### src/rtl/fetch_sequencer.sv
// fetch_sequencer
//
// Instruction fetch sequencer. A two-state FSM (IDLE/RUN) walks a byte
// program counter (fetch_pc) through a power-of-two instruction memory,
// captures the combinational memory response into a small prefetch FIFO and
// presents the oldest entry to the decode stage. A taken branch flushes the
// FIFO and redirects fetch, costing one bubble cycle.
//
// Optional feature macro: FETCH_PREFETCH_EN
//   defined   -> prefetch FIFO depth 2 (fill_level 0..2)
//   undefined -> prefetch FIFO depth 1 (fill_level 0..1)
//
// Ports
//   clk          : clock, all state changes on the rising edge
//   rst          : asynchronous active-low reset
//   start        : IDLE -> RUN
//   stop         : RUN -> IDLE (wins over start), flushes the FIFO
//   branch_taken : redirect fetch this cycle
//   branch_addr  : byte address of the branch target
//   mem_addr     : byte address to the instruction memory (word aligned)
//   mem_data     : instruction word for mem_addr, same cycle
//   out_valid    : out_instr/out_pc hold a valid entry
//   out_ready    : decode stage accepts the entry
//   out_instr    : fetched instruction (oldest FIFO entry)
//   out_pc       : fetch address of that instruction plus 4 (unwrapped)
//   busy         : 1 while in RUN
//   fill_level   : number of FIFO entries
//   state_dbg    : current FSM state (0 = IDLE, 1 = RUN)
//
// Handshake: an entry transfers on a rising edge where out_valid=1 and
// out_ready=1. out_valid never depends on out_ready; out_valid is forced low
// in a cycle with branch_taken=1 because that cycle's contents are flushed.
module fetch_sequencer #(
  parameter int INSTRUCTION_LEN      = 32,
  parameter int INSTRUCTION_MEM_SIZE = 1024
) (
  input  logic                       clk,
  input  logic                       rst,
  input  logic                       start,
  input  logic                       stop,
  input  logic                       branch_taken,
  input  logic [INSTRUCTION_LEN-1:0] branch_addr,
  output logic [INSTRUCTION_LEN-1:0] mem_addr,
  input  logic [INSTRUCTION_LEN-1:0] mem_data,
  output logic                       out_valid,
  input  logic                       out_ready,
  output logic [INSTRUCTION_LEN-1:0] out_instr,
  output logic [INSTRUCTION_LEN-1:0] out_pc,
  output logic                       busy,
  output logic [1:0]                 fill_level,
  output logic                       state_dbg
);

`ifdef FETCH_PREFETCH_EN
  localparam int DEPTH = 2;
`else
  localparam int DEPTH = 1;
`endif

  localparam int L = INSTRUCTION_LEN;
  localparam logic [L-1:0] PC_STEP     = L'(4);
  localparam logic [L-1:0] MEM_END     = L'(INSTRUCTION_MEM_SIZE);
  localparam logic [L-1:0] ALIGN_MASK  = ~L'(3);
  // Reduce modulo the memory size (power of two) and force word alignment.
  localparam logic [L-1:0] TARGET_MASK = L'(INSTRUCTION_MEM_SIZE - 1) & ALIGN_MASK;
  localparam logic [1:0]   DEPTH_LVL   = 2'(DEPTH);

  typedef enum logic {
    IDLE = 1'b0,
    RUN  = 1'b1
  } state_t;

  state_t         state_q, state_d;
  logic [L-1:0]   fetch_pc_q, fetch_pc_d;
  logic [L-1:0]   pc_inc;
  logic [1:0]     fill_q, fill_d;
  logic [1:0]     wr_idx;
  logic           push, pop, clear;

  // Entry 0 is always the oldest; pops shift the array down.
  logic [L-1:0]   instr_q [DEPTH];
  logic [L-1:0]   pc_q    [DEPTH];
  logic [L-1:0]   instr_d [DEPTH];
  logic [L-1:0]   pc_d    [DEPTH];

  assign pc_inc     = fetch_pc_q + PC_STEP;
  assign mem_addr   = fetch_pc_q & ALIGN_MASK;
  assign out_valid  = (fill_q != 2'd0) && !branch_taken;
  assign out_instr  = instr_q[0];
  assign out_pc     = pc_q[0];
  assign busy       = (state_q == RUN);
  assign fill_level = fill_q;
  assign state_dbg  = state_q;

  // Next state, fetch_pc and push/pop/flush decisions.
  always_comb begin
    state_d    = state_q;
    fetch_pc_d = fetch_pc_q;
    clear      = 1'b0;
    push       = 1'b0;
    pop        = 1'b0;
    case (state_q)
      IDLE: begin
        // In IDLE a branch only retargets fetch_pc.
        if (branch_taken) fetch_pc_d = branch_addr & TARGET_MASK;
        if (start && !stop) state_d = RUN;
      end
      RUN: begin
        if (stop) begin
          // Leaving RUN: flush, hold fetch_pc. Stop also overrides a branch.
          state_d = IDLE;
          clear   = 1'b1;
        end else if (branch_taken) begin
          // Redirect: flush and drop this cycle's push and pop.
          clear      = 1'b1;
          fetch_pc_d = branch_addr & TARGET_MASK;
        end else begin
          pop  = out_valid && out_ready;
          // A pop in the same cycle frees the slot, so full + pop may push.
          push = (fill_q < DEPTH_LVL) || pop;
          if (push) fetch_pc_d = (pc_inc == MEM_END) ? '0 : pc_inc;
        end
      end
      default: state_d = IDLE;
    endcase
  end

  // FIFO next-state.
  always_comb begin
    instr_d = instr_q;
    pc_d    = pc_q;
    fill_d  = fill_q;
    // Write slot after any same-cycle pop has shifted the array.
    wr_idx  = fill_q - {1'b0, pop};
    if (clear) begin
      fill_d = '0;
    end else begin
      if (pop) begin
        for (int i = 0; i < DEPTH - 1; i++) begin
          instr_d[i] = instr_q[i+1];
          pc_d[i]    = pc_q[i+1];
        end
      end
      if (push) begin
        for (int i = 0; i < DEPTH; i++) begin
          if (wr_idx == 2'(i)) begin
            instr_d[i] = mem_data;
            pc_d[i]    = pc_inc;
          end
        end
      end
      fill_d = fill_q + {1'b0, push} - {1'b0, pop};
    end
  end

  always_ff @(posedge clk or negedge rst) begin
    if (!rst) begin
      state_q    <= IDLE;
      fetch_pc_q <= '0;
      fill_q     <= '0;
      for (int i = 0; i < DEPTH; i++) begin
        instr_q[i] <= '0;
        pc_q[i]    <= '0;
      end
    end else begin
      state_q    <= state_d;
      fetch_pc_q <= fetch_pc_d;
      fill_q     <= fill_d;
      for (int i = 0; i < DEPTH; i++) begin
        instr_q[i] <= instr_d[i];
        pc_q[i]    <= pc_d[i];
      end
    end
  end

endmodule

### config.mk
export PLATFORM = sky130hd
export DESIGN_NAME = fetch_sequencer
export DESIGN_NICKNAME = d
export VERILOG_FILES = /design/src/rtl/fetch_sequencer.sv
export SDC_FILE = /design/constraint.sdc
export NUM_CORES = 1
export LEC_CHECK = 0
export CORE_ASPECT_RATIO = 0.8
export CORE_UTILIZATION = 50
export DETAILED_ROUTE_END_ITERATION = 7
export GPL_TIMING_DRIVEN = 0
export HOLD_SLACK_MARGIN = 0.02
export PLACE_DENSITY_LB_ADDON = 0.15
export SETUP_SLACK_MARGIN = 0.4
export SYNTH_ARGS = -nofsm -noshare
export SYNTH_HDL_FRONTEND = slang
export SYNTH_SLANG_ARGS = --single-unit
### constraint.sdc
create_clock -name clk -period 5.5 [get_ports clk]
set_clock_uncertainty 0.2 [all_clocks]
set_input_delay 0.825 -clock clk [delete_from_list [all_inputs] [get_ports clk]]
set_output_delay 0.825 -clock clk [all_outputs]
set_load 0.02 [all_outputs]
==> flow_metrics.py, run 1 <==
metrics = {
    "cells_and_area": {
        "area_delta_synth_final_pct": 38.9,
        "multi_input_area_um2": 2320,
        "antenna_cells": 0,
        "final_cell_area_um2": 6960,
        "regArea_um2": 2380,
        "n_fill_cell": 768,
        "layout-drive-gt1-share_pct": 15.1,
        "finalNetCount": 724,
    },
    "global_route": {
        "grt_overflow": 0,
        "grt_use_total_pct": 26.9,
        "grt_pass1_vias": 4247,
        "grt_antenna_before_repair": 0,
        "grt_max_degree": 55,
        "grt_first_pass_wirelength_um": 21800,
    },
    "synthesis": {
        "synth_enable_flop_cells": 0,
        "synth_area_leader_cell": "dfrtp_1",
        "synth_most_common_cell": "dfrtp_1",
        "ys_seq_elements": 95,
        "synth_ff_type": "dfrtp_1",
        "synth_top_area_share_pct": 47.4,
        "synth_cell_types": 56,
        "ys_warn_count": 0,
        "synthTopCellsByArea": "dfrtp_1, mux2_2, a21oi_1, nor2_1, clkbuf_8",
        "synthCells": 493,
        "async_reset_ff_share_pct": 100,
        "mappedNetlistArea_um2": 5010,
        "synth_common_cells": "dfrtp_1, nor2_1, a21oi_1",
        "ys_seq_area_share_pct": 47.4,
        "synth_area_per_cell_um2": 10.2,
    },
    "clock_tree": {
        "postCtsSetupRepairBufs": 0,
        "cts_buffer_depth": 2,
        "clock_latency_ps": 340,
        "cts_resized": 0,
        "path_clk_slew_ps": 70,
        "cts_hold_buf": 0,
        "h-tree-depth": 3,
        "cts_tree": "done",
        "cts_root_buf": "clkbuf_16",
        "cts_sinks": 95,
        "numCtsBuffers": 9,
    },
    "worst_setup_path": {
        "crit_path_end_kind": "register",
        "crit_chain": "clkdlybuf4s50_1 > o21a_1 > nor2_1 > a21o_1 > clkbuf_8 > nor2_1 > inv_1 > nor2_1 > clkbuf_1 > buf_1 > a21oi_1",
        "critPathSlowestCell": "clkbuf_1",
        "crit_fanout": 10,
        "slowest_delay_ps": 510,
        "critPathArrivalTime_ps": 3980,
        "required_ps": 5490,
        "path_common_cell": "nor2_1",
        "critPathKind": "input pin to register",
        "critPathLaunchType": "input pin",
    },
    "routing": {
        "dr_wl_met2_um": 6420,
        "post_drt_wl_per_cell_um": 17.1,
        "via_count": 4438,
        "drcViolationCount": 0,
        "drt_pass1_iterations": 7,
        "met3_length_um": 1040,
        "topRoutingLayerUsed": "met4",
        "antenna_left": 0,
        "via_per_inst": 5.61,
        "drtIter0Drc": 392,
        "m1WireLength_um": 5930,
        "finalWirelength_um": 13500,
    },
    "sta": {
        "hold_viol_final": 0,
        "hold-worst-slack_ps": 271,
        "rsz0062_at_grt": "no",
        "fin_setup_tns_ps": 0,
        "fin_crit_sh_pct": 72.4,
        "period_minus_slack_ps": 3980,
        "setup_viol": 0,
        "fmax_ghz": 0.251,
        "maxSlewHeadroom_pct": 28.7,
        "tightest_slew_ps": 1060,
        "maxSlewViolCount": 0,
    },
    "power": {
        "pwr-share-comb_pct": 36.5,
        "power_frac_clock_pct": 26.2,
        "p_leak_nw": 2.83,
        "p_sw_share_pct": 32.7,
        "p_per_area_nw_per_um2": 370,
        "seq_power_share_pct": 37.3,
        "internal-power_w": 0.00173,
        "p_switching_w": 0.000841,
        "ir_worst_vdd_uv": 272,
    },
    "die": {
        "die_w_um": 114,
        "io_pins": 171,
        "initial_utilization_pct": 51.8,
        "die_height_um": 91.6,
        "row_count": 32,
        "coreArea_um2": 9690,
        "die_area_um2": 10400,
    },
    "outcome": {
        "status": "finished clean",
    },
    "hold_path": {
        "hold_class": "input pin to asynchronous set/reset pin",
    },
    "placement": {
        "io_buffers": 142,
        "place_hpwl_um": 9800,
        "dpl_cell_area_um2": 6640,
        "gp_congestion": 0.929,
    },
    "job": {
        "drv_cap": 0,
    },
}
## worst max-delay path, delay by kind of cell
kind,cells,cell delay (ps)
buffers and inverters,5,1810
AND/OR/NAND/NOR,3,910
AO/OA/AOI/OAI,3,420
## final cells by class
type                    instances  share of cell area (%)
clock inverters                 7                    1.38
well taps                     136                    2.44
multi-input cells             353                    33.3
inverters                       3                   0.162
flip-flops and latches         95                    34.1
repair buffers                143                    20.8
plain buffers                  45                    4.53
clock buffers                   9                    3.23
## per-layer routing
| layer | GRT usage (%) | vias to the layer above |
|---|---|---|
| li1 | - | 2053 |
| met1 | 37.1 | 2176 |
| met2 | 42.2 | 189 |
| met3 | 6.88 | 20 |
| met4 | 7.14 | 0 |
| met5 | 0 | - |
## flip-flops by register name, indices dropped and copies added (netlist names)
register    flops
busy            1
out_pc         30
fill_level      2
fetch_pc_q     30
out_instr      32
## power groups by stage
stage	Sequential, W	Clock, W	Combinational, W
final	0.000961	0.000675	0.000938
after global routing	0.000983	0.000706	0.000998
after CTS	0.000963	0.000683	0.000943
after detailed placement	0.000974	0	0.000936
after global placement	0.000964	0	0.000918
after floorplan	0.00118	0	0.000264
## final timing paths
path,slack (ps),cells after the start,startpoint,end
worst max-delay path,1520,11,out_ready,out_pc[15]
worst min-delay path,270,1,rst,out_pc[12]
worst max register to register,1580,9,fetch_pc_q[2],fetch_pc_q[10]
worst min register to register,310,1,out_instr[6],out_instr[6]
max in group asynchronous,4170,2,rst,out_pc[30]
min in group clk,310,1,out_instr[6],out_instr[6]
## per-stage QoR
step / std cells / total power, W / utilization (%) / setup WS [ps]
floorplan: 496 / 0.00144 / - / 2140
global placement: 774 / 0.00188 / 68.3 / -94.8
detailed placement: 775 / 0.00191 / 68.6 / 1190
CTS: 791 / 0.00259 / 71.9 / 1550
global route: 791 / 0.00269 / 71.9 / 1250
finish: 791 / 0.00257 / 71.9 / 1520
## logic make-up after synthesis
kind of cell | synth area share, %
other | 0.0748
and+or+nand+nor | 17.7
buffers and inverters | 6.51
AOI/OAI and AO/OA | 13.0
xor gates and xnor gates | 5.76
DFF | 47.4
muxes | 8.51
adders and majority gates | 0.998
## layout by cell type (no fill, tap or decap), types with 3 or more instances in the layout
cell             count
clkdlybuf4s50_1    141
nor2_1              55
buf_1                4
nand4_1             10
o31ai_2              4
and2_1               3
and4_1               4
buf_4                7
nor3b_1              3
clkbuf_1            18
o21ai_0             23
o31ai_1             12
inv_1                3
nand3_1             11
clkbuf_16            9
a21oi_1             49
nor3_1               6
mux2_2              37
clkbuf_8            11
dfrtp_1             95
or4_1                3
xnor2_1             17
buf_2                3
nand2_1             34
conb_1               4
ha_1                 4
nor4_1               5
clkinvlp_4           3
o21a_1               3
nand4_2              3
and3_1              16
xor2_1              16
Power figures use the tool's default switching activity.
==> inputs of run 2 (changes only) <==
CORE_UTILIZATION = 42   (was 50)
clock period = 3.3 ns   (was 5.5 ns; I/O delays follow)
==> flow_metrics.py, run 2 (synthesis results as in run 1) <==
metrics = {
    "sta": {
        "maxSlewHeadroom_pct": 57.0,
        "fmax_ghz": 0.327,
        "hold-worst-slack_ps": 305,
        "hold_viol_final": 0,
        "rsz0062_at_grt": "yes",
        "tightest_slew_ps": 645,
        "fin_crit_sh_pct": 92.7,
        "fin_setup_tns_ps": 0,
        "finalWorstSetupSlack_ps": 239,
        "maxSlewViolCount": 0,
        "period_minus_slack_ps": 3060,
        "setup_viol": 0,
    },
    "job": {
        "drv_cap": 0,
    },
    "die": {
        "die_w_um": 124,
        "initial_utilization_pct": 43.4,
        "die_area_um2": 12400,
        "coreArea_um2": 11600,
        "die_height_um": 99.7,
        "row_count": 35,
        "io_pins": 171,
    },
    "routing": {
        "antenna_left": 0,
        "drcViolationCount": 0,
        "finalWirelength_um": 14300,
        "drt_pass1_iterations": 5,
        "drtIter0Drc": 274,
        "via_count": 4495,
        "via_per_inst": 5.47,
        "post_drt_wl_per_cell_um": 17.5,
    },
    "placement": {
        "gp_congestion": 0.912,
        "place_hpwl_um": 10200,
        "dp_slack_ps": -496,
        "io_buffers": 142,
    },
    "worst_setup_path": {
        "crit_chain": "ha_4 > nand4_4 > buf_4 > or4_2 > xnor2_1 > nor2_1 > nand4_2 > nor4_4 > buf_4 > or4_4 > o211ai_2",
        "path_common_cell": "buf_4",
        "ff2ff_path_depth": 11,
        "crit_fanout": 4,
        "required_ps": 3370,
        "regToRegSetupSlack_ps": 240,
        "critPathLaunchType": "register",
        "critPathKind": "register to register",
        "cp.buffers_inverters": 2,
        "cp.depth": 11,
        "crit_path_end_kind": "register",
        "path_delay_family": "simple AND/OR/NAND/NOR gates",
        "critPathArrivalTime_ps": 3130,
        "slowest_delay_ps": 720,
        "critPathSlowestCell": "or4_2",
    },
    "clock_tree": {
        "path_clk_slew_ps": 70,
        "h-tree-depth": 3,
        "clock_latency_ps": 340,
        "cts_buffer_depth": 2,
        "numCtsBuffers": 9,
        "cts_sinks": 95,
        "cts_tree": "done",
        "cts_root_buf": "clkbuf_16",
    },
    "cells_and_area": {
        "antenna_cells": 0,
        "finalNetCount": 743,
        "area_delta_synth_final_pct": 46.5,
        "layout-drive-gt1-share_pct": 24.3,
        "layout_commonest_cell": "clkdlybuf4s50_1",
        "n_fill_cell": 959,
        "final_cell_mix": "clkdlybuf4s50_1, dfrtp_1, nor2_1",
        "largest_reg_flops": 32,
    },
    "global_route": {
        "grt-busiest-layer": "met2",
        "grt_first_pass_wirelength_um": 22800,
        "use_met2_pct": 36.9,
        "grt_overflow": 0,
        "grt.met3_usage_pct": 7.11,
        "grt_antenna_before_repair": 0,
        "grt_max_degree": 49,
        "grt_use_total_pct": 24.1,
        "grt_pass1_vias": 4387,
        "met1_usage_pct": 33.1,
    },
    "power": {
        "seq_power_share_pct": 36.8,
        "p_sw_share_pct": 33.3,
        "power_frac_clock_pct": 25.4,
        "pwr-share-comb_pct": 37.8,
        "p_switching_w": 0.00144,
        "p_per_area_nw_per_um2": 590,
        "internal-power_w": 0.00289,
        "ir_worst_vdd_uv": 335,
        "p_leak_nw": 3.03,
    },
    "outcome": {
        "status": "finished clean",
    },
    "hold_path": {
        "hold_class": "register to register",
        "hold_path_depth": 1,
    },
}
## run 2: changes by cell type in the layout (fill, tap and decap cells not counted), moves of 4 or more
cell / previous run / this run
buf_4: 7 / 24
clkbuf_1: 18 / 7
clkbuf_2: 2 / 10
dfrtp_1: 95 / 87
dfrtp_2: 0 / 8
nor2_1: 55 / 51
## run 2: layout make-up
class	count	area [um^2]	share of cell area, %
sequential	95	2390	32.5
clock inverter	6	75.1	1.02
multi-input combinational	353	2500	34.0
clock buffer	10	239	3.25
buffer	45	354	4.82
tap	148	185	2.52
inverter	3	11.3	0.153
timing repair buffer	162	1600	21.7
## run 2: timing repair
item                       CTS  global route
pin swaps                    8             5
gates resized for setup     30            33
hold endpoints to repair    47             0
setup endpoints to repair   70            29
hold buffers                 1             0
buffers inserted            16             2
## run 2: per-layer routing
metal | wire, um | share of wire (%)
met2 | 6740 | 47
met3 | 1150 | 8.0
met5 | 0 | 0
met4 | 139 | 0.97
met1 | 6320 | 44
## run 2: worst paths after layout
check / startpoint / to
min: out_instr[23] / out_instr[23]
min in group asynchronous: rst / out_pc[11]
max reg2reg: fetch_pc_q[2] / fetch_pc_q[10]
max in group asynchronous: rst / fill_level[1]
max: fetch_pc_q[2] / fetch_pc_q[10]
min reg2reg: out_instr[23] / out_instr[23]
## run 2: stage by stage
step,instance area [um^2],utilization (%),instances,power [W]
6_report,7350,63.6,822,0.00434
3_3_place_gp,6690,57.8,786,0.00316
3_5_place_dp,6710,58.1,787,0.00320
2_1_floorplan,5080,-,496,0.00241
5_1_grt,7350,63.6,822,0.00456
4_1_cts,7250,62.7,820,0.00436
## run 2: power by group through the flow
stage	clock, W	combinational, W	sequential [W]
after detailed placement	0	0.00157	0.00163
after floorplan	0	0.000448	0.00196
after global placement	0	0.00155	0.00162
after global routing	0.00117	0.00175	0.00164
final	0.00110	0.00164	0.00160
after CTS	0.00113	0.00163	0.00160
==> inputs of run 3 (changes only) <==
CORE_MARGIN = 5   (was default)
HOLD_SLACK_MARGIN = 0.1   (was 0.02)
==> flow_metrics.py, run 3 (synthesis results as in run 1) <==
metrics = {
    "worst_setup_path": {
        "critPathArrivalTime_ps": 3070,
        "critPathSlowestCell": "or4_4",
        "critPathLaunchType": "register",
        "crit_path_end_kind": "register",
        "slowest_delay_ps": 500,
        "ff2ff_path_depth": 11,
        "crit_fanout": 5,
        "path_common_cell": "or4_4",
        "required_ps": 3340,
        "crit_chain": "ha_4 > nand4_4 > or4_4 > buf_6 > or4_4 > a211oi_4 > nand4_2 > nor4_4 > buf_4 > o311ai_1 > o21a_1",
        "critPathKind": "register to register",
    },
    "sta": {
        "fin_setup_tns_ps": 0,
        "rsz0062_at_grt": "yes",
        "maxSlewHeadroom_pct": 57.5,
        "hold_viol_final": 0,
        "fin_crit_sh_pct": 91.8,
        "tightest_slew_ps": 637,
        "period_minus_slack_ps": 3030,
        "setup_viol": 0,
        "fmax_ghz": 0.330,
        "maxSlewViolCount": 0,
        "hold-worst-slack_ps": 305,
    },
    "cells_and_area": {
        "area_delta_synth_final_pct": 47.2,
        "final_core_util_pct": 63.6,
        "layout.cells.non_filler": 830,
        "layout-drive-gt1-share_pct": 24.3,
        "antenna_cells": 0,
        "layout_commonest_cell": "clkdlybuf4s50_1",
        "final_cell_mix": "clkdlybuf4s50_1, dfrtp_1, nor2_1",
        "finalNetCount": 751,
        "n_fill_cell": 970,
        "largest_reg_flops": 32,
    },
    "routing": {
        "post_drt_wl_per_cell_um": 18.0,
        "drtIter0Drc": 264,
        "drt_pass1_iterations": 5,
        "antenna_left": 0,
        "drcViolationCount": 0,
        "finalWirelength_um": 14900,
        "via_per_inst": 5.31,
        "via_count": 4408,
    },
    "power": {
        "p_leak_nw": 3.06,
        "p_per_area_nw_per_um2": 595,
        "ir_worst_vdd_uv": 337,
    },
    "global_route": {
        "grt_antenna_before_repair": 0,
        "use_met2_pct": 32.7,
        "grt_overflow": 0,
        "grt_max_degree": 49,
        "grt_use_total_pct": 20.9,
        "met1_usage_pct": 28.8,
        "grt_pass1_vias": 4412,
        "grt-busiest-layer": "met2",
        "grt_first_pass_wirelength_um": 24000,
        "grt.met3_usage_pct": 6.50,
    },
    "placement": {
        "place_hpwl_um": 10900,
        "dp_cells": 787,
        "gp_congestion": 0.909,
        "io_buffers": 142,
    },
    "outcome": {
        "status": "finished clean",
    },
    "clock_tree": {
        "numCtsBuffers": 9,
        "cts_tree": "done",
        "path_clk_slew_ps": 70,
        "h-tree-depth": 3,
        "cts_root_buf": "clkbuf_16",
        "cts_buffer_depth": 2,
        "cts_sinks": 95,
        "clock_latency_ps": 350,
    },
    "die": {
        "die_w_um": 132,
        "io_pins": 171,
        "die_area_um2": 14200,
        "die_height_um": 108,
        "coreArea_um2": 11600,
        "row_count": 35,
        "initial_utilization_pct": 43.2,
    },
    "hold_path": {
        "hold_path_depth": 1,
        "hold_class": "register to register",
    },
    "job": {
        "drv_cap": 0,
    },
}
[run 3: worst paths after layout]
check                                 to          start  slack (ps)
min in group asynchronous     out_pc[15]            rst         510
hold reg to reg             out_instr[4]   out_instr[4]         300
setup reg to reg           fetch_pc_q[2]  fetch_pc_q[3]         270
max in group asynchronous  fetch_pc_q[2]            rst        1720
hold / removal              out_instr[4]   out_instr[4]         300
setup / recovery           fetch_pc_q[2]  fetch_pc_q[3]         270
[run 3: critical path, delay by kind of cell (launching register included)]
kind / cells / cell delay, ps
compound gates: 3 / 490
fa+ha+maj: 1 / 160
buf+inv: 2 / 320
flops: 1 / 410
simple gates: 5 / 1340
[run 3: timing repair]
item | 4_1_cts | 5_1_grt
buffers inserted | 18 | 8
pin swaps | 8 | 2
endpoints found under the hold margin | 47 | 0
hold buffers | 1 | 0
endpoints found under the setup margin | 70 | 28
gates resized for setup | 31 | 19
[run 3: through the flow]
| stage | power, W | area (um^2) | setup slack, ps |
|---|---|---|---|
| 2_1_floorplan | 0.00241 | 5080 | 285 |
| 3_3_place_gp | 0.00319 | 6690 | -2450 |
| 3_5_place_dp | 0.00322 | 6710 | -542 |
| 4_1_cts | 0.00442 | 7280 | 267 |
| 5_1_grt | 0.00461 | 7380 | 140 |
| 6_report | 0.00439 | 7380 | 272 |
[run 3: cell type report]
class,instances,area (um^2),area share (%)
clock inverter,7,95.1,1.29
clock buffer,9,225,3.05
timing repair buffer,170,1650,22.4
sequential,95,2390,32.3
inverter,3,11.3,0.153
multi-input combinational,353,2480,33.6
tap,148,185,2.51
buffer,45,345,4.68
[run 3: per-layer routing]
layer  vias up  part of all wire (%)
met5         -                     0
met4         0                  0.92
met3        13                   7.1
met2       129                    47
met1      2164                    45
li1       2102                     -
[run 3: power breakdown]
| group | switching, W | total [W] | internal [W] |
|---|---|---|---|
| registers | 0.000161 | 0.00160 | 0.00144 |
| logic | 0.000818 | 0.00165 | 0.000831 |
| clock network | 0.000471 | 0.00114 | 0.000667 |
| total | 0.00145 | 0.00439 | 0.00294 |
